[config.mk]
export PLATFORM = sky130hd
export DESIGN_NAME = fpu_operand_feeder
export DESIGN_NICKNAME = d
export VERILOG_FILES = /design/src/rtl/fpu_operand_feeder.sv
export SDC_FILE = /design/constraint.sdc
export NUM_CORES = 1
export LEC_CHECK = 0
export CORE_MARGIN = 8
export CORE_UTILIZATION = 51
export DETAILED_ROUTE_END_ITERATION = 8
export DONT_BUFFER_PORTS = 1
export MAX_ROUTING_LAYER = met4
export PLACE_DENSITY = 0.66
export SLEW_MARGIN = 10
export SYNTH_ARGS = -nofsm -noshare
export SYNTH_HDL_FRONTEND = slang
export SYNTH_SLANG_ARGS = --single-unit
[constraint.sdc]
create_clock -name clk -period 4.6 [get_ports clk]
set_input_delay 0.92 -clock clk [delete_from_list [all_inputs] [get_ports clk]]
set_output_delay 0.92 -clock clk [all_outputs]
set_load 0.05 [all_outputs]
[src/rtl/fpu_operand_feeder.sv]
// Packs generated sign/exponent/fraction fields into IEEE-754 single operand pairs,
// classifies them and queues them in a show-ahead FIFO that feeds the FPU under test.
module fpu_operand_feeder #(
   parameter int DEPTH        = 4,
   parameter bit FLUSH_DENORM = 1'b0,
   parameter int CNT_W        = 16
) (
   input  logic                       clk,
   input  logic                       reset,
   input  logic                       sig1,
   input  logic [7:0]                 exp1,
   input  logic [22:0]                fra1,
   input  logic                       sig2,
   input  logic [7:0]                 exp2,
   input  logic [22:0]                fra2,
   input  logic                       cap_en,
   output logic                       cap_ready,
   output logic [31:0]                x1,
   output logic [31:0]                x2,
   output logic [2:0]                 class1,
   output logic [2:0]                 class2,
   output logic                       valid,
   input  logic                       ready,
   output logic [$clog2(DEPTH):0]     count,
   output logic [CNT_W-1:0]           drop_cnt,
   output logic [CNT_W-1:0]           issue_cnt
);

   localparam int AW = $clog2(DEPTH);
   localparam int CW = AW + 1;
   localparam logic [CW-1:0] FULL_CNT = CW'(DEPTH);

   localparam logic [2:0] CLS_ZERO   = 3'd0;
   localparam logic [2:0] CLS_DENORM = 3'd1;
   localparam logic [2:0] CLS_INF    = 3'd2;
   localparam logic [2:0] CLS_NAN    = 3'd3;
   localparam logic [2:0] CLS_NORMAL = 3'd4;

   function automatic logic [2:0] classify(input logic [7:0] e, input logic [22:0] f);
      logic [2:0] c;
      if (e == 8'd0)
         c = (f == 23'd0) ? CLS_ZERO : CLS_DENORM;
      else if (e == 8'd255)
         c = (f == 23'd0) ? CLS_INF : CLS_NAN;
      else
         c = CLS_NORMAL;
      return c;
   endfunction

   // Entry layout: {class[2:0], sign, exp[7:0], fra[22:0]}.
   function automatic logic [34:0] pack_entry(input logic s, input logic [7:0] e,
                                              input logic [22:0] f);
      logic [2:0]  c;
      logic [34:0] r;
      c = classify(e, f);
      if (FLUSH_DENORM && (c == CLS_DENORM))
         r = {CLS_ZERO, s, 8'd0, 23'd0};
      else
         r = {c, s, e, f};
      return r;
   endfunction

   logic [34:0]   mem1 [DEPTH];
   logic [34:0]   mem2 [DEPTH];
   logic [AW-1:0] wr_ptr;
   logic [AW-1:0] rd_ptr;
   logic [AW-1:0] rd_next;
   logic [34:0]   head1;
   logic [34:0]   head2;
   logic [34:0]   new_e1;
   logic [34:0]   new_e2;
   logic [34:0]   head1_next;
   logic [34:0]   head2_next;
   logic [CW-1:0] remain;
   logic          full;
   logic          push;
   logic          pop;
   logic          drop;
   logic          load_head;

   // Handshake: an entry moves to the FPU on a cycle where valid and ready are both
   // high; valid never depends on ready, and cap_ready depends on ready but not cap_en.
   always_comb begin
      full       = (count == FULL_CNT);
      valid      = (count != '0);
      pop        = valid & ready;
      push       = cap_en & (~full | pop);
      cap_ready  = ~full | ready;
      drop       = cap_en & ~push;
      new_e1     = pack_entry(sig1, exp1, fra1);
      new_e2     = pack_entry(sig2, exp2, fra2);
      rd_next    = rd_ptr + AW'(pop);
      remain     = count - CW'(pop);
      load_head  = push | (remain != '0);
      head1_next = mem1[rd_next];
      head2_next = mem2[rd_next];
      // When nothing older survives this cycle, the entry being captured becomes head.
      if (remain == '0) begin
         head1_next = new_e1;
         head2_next = new_e2;
      end
   end

   always_ff @(posedge clk) begin
      if (reset && push) begin
         mem1[wr_ptr] <= new_e1;
         mem2[wr_ptr] <= new_e2;
      end
   end

   always_ff @(posedge clk) begin
      if (!reset) begin
         wr_ptr    <= '0;
         rd_ptr    <= '0;
         count     <= '0;
         head1     <= '0;
         head2     <= '0;
         drop_cnt  <= '0;
         issue_cnt <= '0;
      end else begin
         if (push)
            wr_ptr <= wr_ptr + AW'(1);
         if (pop) begin
            rd_ptr    <= rd_next;
            issue_cnt <= issue_cnt + CNT_W'(1);
         end
         case ({push, pop})
            2'b10:   count <= count + CW'(1);
            2'b01:   count <= count - CW'(1);
            default: count <= count;
         endcase
         if (load_head) begin
            head1 <= head1_next;
            head2 <= head2_next;
         end
         if (drop && (drop_cnt != '1))
            drop_cnt <= drop_cnt + CNT_W'(1);
      end
   end

   assign x1     = head1[31:0];
   assign x2     = head2[31:0];
   assign class1 = head1[34:32];
   assign class2 = head2[34:32];

endmodule

# Yosys cells after proc, flatten, opt, wreduce, memory -nomap -nowiden
# Memories as Yosys holds them, arrays and structs flattened.
# Index checks and enable logic that the tools add are counted.
# Widths: inputs -> output; s select.
[word_totals]
reg_bits = 109
ram_bits = 280
input_bits = 68
out_inout_bits = 107
elab_cells = 53
n_memories = 2
[memory_table]
columns = ["memory", "words", "word_bits", "read_ports", "rd_clocked_by_memory_dff", "write_ports", "line", "source"]
rows = [
  ["mem1", 4, 35, 1, 0, 1, "63", "logic [34:0] mem1 [DEPTH];"],
  ["mem2", 4, 35, 1, 0, 1, "64", "logic [34:0] mem2 [DEPTH];"],
]
[classes]
n_addsub = 7
n_eq_ne = 6
muxes = 13
n_bitwise = 8
reduce_logical = 10
[ops]
columns = ["cell", "n"]
rows = [
  ["$mux 35", 2],
  ["$logic_not 23->1", 2],
  ["$add 16x1->16 const B", 2],
  ["$eq 8x8->1 const B", 2],
  ["$logic_not 8->1", 2],
  ["$ne 16x16->1 const B", 1],
  ["$mux 3", 4],
  ["$mux 1", 6],
  ["$pmux 3 s2", 1],
  ["$reduce_bool 3->1", 2],
  ["$add 3x1->3 const B", 1],
  ["$and 1x1->1", 3],
  ["$eq 3x3->1 const B", 1],
  ["$logic_not 3->1", 1],
  ["$or 1x1->1", 3],
  ["$sub 3x1->3", 1],
  ["$sub 3x1->3 const B", 1],
  ["$add 2x1->2", 1],
  ["$add 2x1->2 const B", 1],
  ["$eq 2x1->1 const B", 1],
  ["$eq 2x2->1 const B", 1],
  ["$logic_and 1x1->1", 2],
  ["$not 1->1", 2],
  ["$reduce_bool 2->1", 1],
]

# Longest topological paths before layout
[logic_depth]
word_depth = 7
depth_mapped = 9

# Worst setup path before layout
# Ideal clock, no wire load.
[synth_path]
path_type = "input to register"
from = "input ready"
to = "memory mem1[0][0] (enable)"
setup_ps = 436
arrival_time_ps = 3815
required_time_ps = 4164
path_slack_ps = 349
cell_stages = 7
path_buffers = 3
cell_sequence = "nor4b_4 inv_2 and2_1 clkbuf_1 clkbuf_1 buf_1 and3_1"
[synth_between]
elab_chain_cells = 6
[synth_rtl]
columns = ["item", "line", "source"]
rows = [
  ["start, declared", "23", "input logic ready,"],
  ["$and 1x1->1", "86", "pop = valid & ready;"],
  ["$or 1x1->1", "87", "push = cap_en & (~full | pop);"],
  ["$and 1x1->1", "87", ""],
  ["$logic_and 1x1->1", "105", "if (reset && push) begin"],
  ["$mux 1", "105", ""],
  ["$mux 1 (not written as such)", "106", "mem1[wr_ptr] <= new_e1;"],
  ["end, declared", "63", ""],
]
# Every way passes these cells.

# Worst setup path after layout
[layout_path]
from = "register count[0]"
to = "register head2[34]"
[layout_between]
elab_chain_cells = 5
word_cells_on_any_way = 13
[layout_rtl]
columns = ["item", "line", "source"]
rows = [
  ["start, declared", "24", "output logic [$clog2(DEPTH):0] count,"],
  ["start signal, assigned", "128", "2'b10: count <= count + CW'(1);"],
  ["start signal, assigned", "129", "2'b01: count <= count - CW'(1);"],
  ["start signal, assigned", "130", "default: count <= count;"],
  ["$reduce_bool 3->1 *", "85", "valid = (count != '0);"],
  ["$and 1x1->1 *", "86", ""],
  ["named net pop", "77", "logic pop;"],
  ["$add 2x1->2 (tied with other cells)", "92", "rd_next = rd_ptr + AW'(pop);"],
  ["$mem_v2 4x35 (tied with other cells)", "-", ""],
  ["$mux 35 or $or 1x1->1 (tied branches)", "98, 94", ""],
  ["end signal, assigned", "134", "head2 <= head2_next;"],
  ["end, declared", "69", "logic [34:0] head2;"],
]
# The timed path passes the listed nets; every way through them passes the cells marked *.
# A chain may end at the register's enable or synchronous reset.

==> metrics.txt <==
Pre-antenna DRT Iters 5; Post-synth EDFFs 280; length of routed met2 wiring 16.5 mm; post-route minimum period 4030 ps; Syn Inst Count slightly above 1000; first-pass GRT wire length 54.3 mm; CTS sink cnt 389; Hold Crit Class in2reg; CP peak stage delay 850 ps; top cells by count, synth edfxtp_1 (280), nand2_1 (152), dfxtp_1 (109); largest net degree at the start of global routing 72; Root Driver clkbuf_16; H-tree Lvls 2; Synth top area share 55.2%; Crit-path slowest cell o31ai_1; Final Cycle Share 87.6%; gr usage total 20.0%; Max clock buf depth 3; Ant. Diodes 0; initial antenna violation count 0; startpoint type of the worst setup path register; RSZ-0062 raised after global routing no; R2R Setup Slk 570 ps; starting density of the core 51.5%; largest fanout on the critical path 19; Slew headroom 35.1%; DRC errors left 0; DR vias 8803; RD Place Congestion 0.793; post-cts sizing count 0; Top Metal Used met4; CTS tree done; CP Cell Sequence o31ai_1, clkinv_1, ha_4, xor2_4, buf_4, mux4_2, o21a_1, o31a_1; ys async rst share 0%; leakage ~0.0054 uW; IO buf count 0; Metal-1 WL 14.1 mm; Arrival @ worst endpoint 4450 ps; hold_buf cts 0; Pins Over Slew Limit 0; CP endpoint kind register; setup TNS 0 ps; cell taking the most area after synthesis edfxtp_1; DP Wirelength 20.7 mm; Antenna Nets Post-Route 0; # rows 63; fmax 248 MHz; Clock transition at path regs 60 ps; # nets final approximately 1100; status completed; total CTS buffers 41; Synthesized Nets about 1100; Area Overhead vs Synth 12.1%; Mapped Avg Cell Area around 15 sq um; boundary pin count 175; synthesized area 0.0152 sq mm; Syn. warnings 0; die height 189 um; FF+latch count, synth 389; count leader, synth edfxtp_1; grt ovf 0; Multi-input gate area 0.00443 sq mm; share of layout cells above drive strength 1 14.9%; pwr dens about 560 mW/mm^2; worst slew pin tran 974 ps; # Max-Cap Violations 0; Netlist cell types 42; dominant cells by area after synthesis edfxtp_1 (55%), dfxtp_1 (14%), mux4_2 (10%), a311oi_1 (4.0%), nand2_1 (3.7%); Worst VDD drop 0.348 mV; WS Path Type reg2reg; fill count 2287; Final setup violation count 0; Final Hold Violating Endpoints 0; DR iter-0 viols 587; worst slack at placement 516 ps; Synth Flop Type edfxtp_1; metal3 WL just over 3 mm; final setup margin ~570 ps; Die Area approximately 0.036 sq mm; core area 0.0296 sq mm; aggregate routed wire length 34.5 mm; Die Wd 189 um; Sequential cell area 0.0106 sq mm; Post-CTS Setup Repair Bufs 0; vias per std cell 6.08; Wirelength per Cell 23.8 um; vias in the first global route 9069; worst-skew pair later-pin latency 540 ps; Max Clock Skew 20.6 ps; sequential share of the synthesized area 69.5%; Critical Path RT 5010 ps
sequential cells by signal, indices dropped and copies added, names as in the netlist:
register	flops
head1	35
head2	35
mem1	140
drop_cnt	16
wr_ptr	2
issue_cnt	16
mem2	140
rd_ptr	2
count	3
cells in the final DEF, fill, tap and decap left out, drive strengths merged, types with 2 or more instances in the layout:
| cell | count |
|---|---|
| xnor2 | 6 |
| nand2 | 152 |
| and4 | 5 |
| or4 | 16 |
| o31ai | 14 |
| o31a | 3 |
| mux4 | 70 |
| nor3 | 6 |
| nand3 | 16 |
| o21ai | 8 |
| nand2b | 3 |
| edfxtp | 280 |
| clkinv | 14 |
| or3 | 9 |
| xor2 | 8 |
| o21a | 3 |
| ha | 8 |
| a21oi | 24 |
| dfxtp | 109 |
| nor2 | 87 |
| a311oi | 69 |
| clkbuf | 61 |
| and2 | 3 |
| nor4 | 14 |
| inv | 11 |
| nand4 | 17 |
| buf | 19 |
| o22ai | 2 |
| nor4b | 2 |
| and3 | 9 |
through the flow:
stage	total power, uW	cell area (sq um)	hold slack [ps]	util (%)	cells
6_report	9640	17100	469	57.8	1447
4_1_cts	9730	17100	452	57.8	1447
3_3_place_gp	6570	15800	486	53.4	1371
3_5_place_dp	6600	15800	486	53.4	1371
5_1_grt	10000	17100	446	57.8	1447
2_1_floorplan	6150	15200	441	-	1026
where the power goes:
| group | total [uW] | leakage [uW] | internal [uW] | switching [uW] |
|---|---|---|---|---|
| logic | 1390 | 0.00133 | 592 | 794 |
| clock network | 3140 | 0.000629 | 1830 | 1310 |
| registers | 5110 | 0.00344 | 4080 | 1030 |
cells by family after synthesis:
group           synth area share [%]
flops                           69.5
simple gates                    10.3
compound gates                  6.28
buf+inv                         1.86
mux                             10.4
xor+xnor                       0.805
fa+ha+maj                      0.789
worst max-delay path: cells and delay by family, from the launching register on:
family / cells / cell delay, ps
AO/OA/AOI/OAI: 3 / 1120
XOR/XNOR: 1 / 670
adder cells (fa/ha/maj): 1 / 330
buffers and inverters: 2 / 910
flip-flops: 1 / 540
multiplexers: 1 / 340
routing by layer:
layer / vias up / track usage, %
li1: 4008 / -
met1: 4460 / 24.8
met2: 283 / 31.7
met3: 52 / 5.84
met4: 0 / 5.50
met5: - / -
area by class of cell:
| class | instances | area share, % |
|---|---|---|
| flip-flops and latches | 389 | 62.0 |
| multi-input cells | 562 | 26.0 |
| clock buffers | 61 | 6.87 |
| well taps | 390 | 2.86 |
| repair buffers | 19 | 1.35 |
| clock inverters | 15 | 0.682 |
| inverters | 11 | 0.257 |
worst paths after layout:
kind | start | end | depth (start not counted)
max | count[0] | head2[34] | 8
max reg2reg | count[0] | head2[34] | 8
min | fra1[6] | mem1[0][6] | 0
min reg2reg | wr_ptr[1] | wr_ptr[1] | 2
No activity file was read; power rests on OpenSTA's default activity.
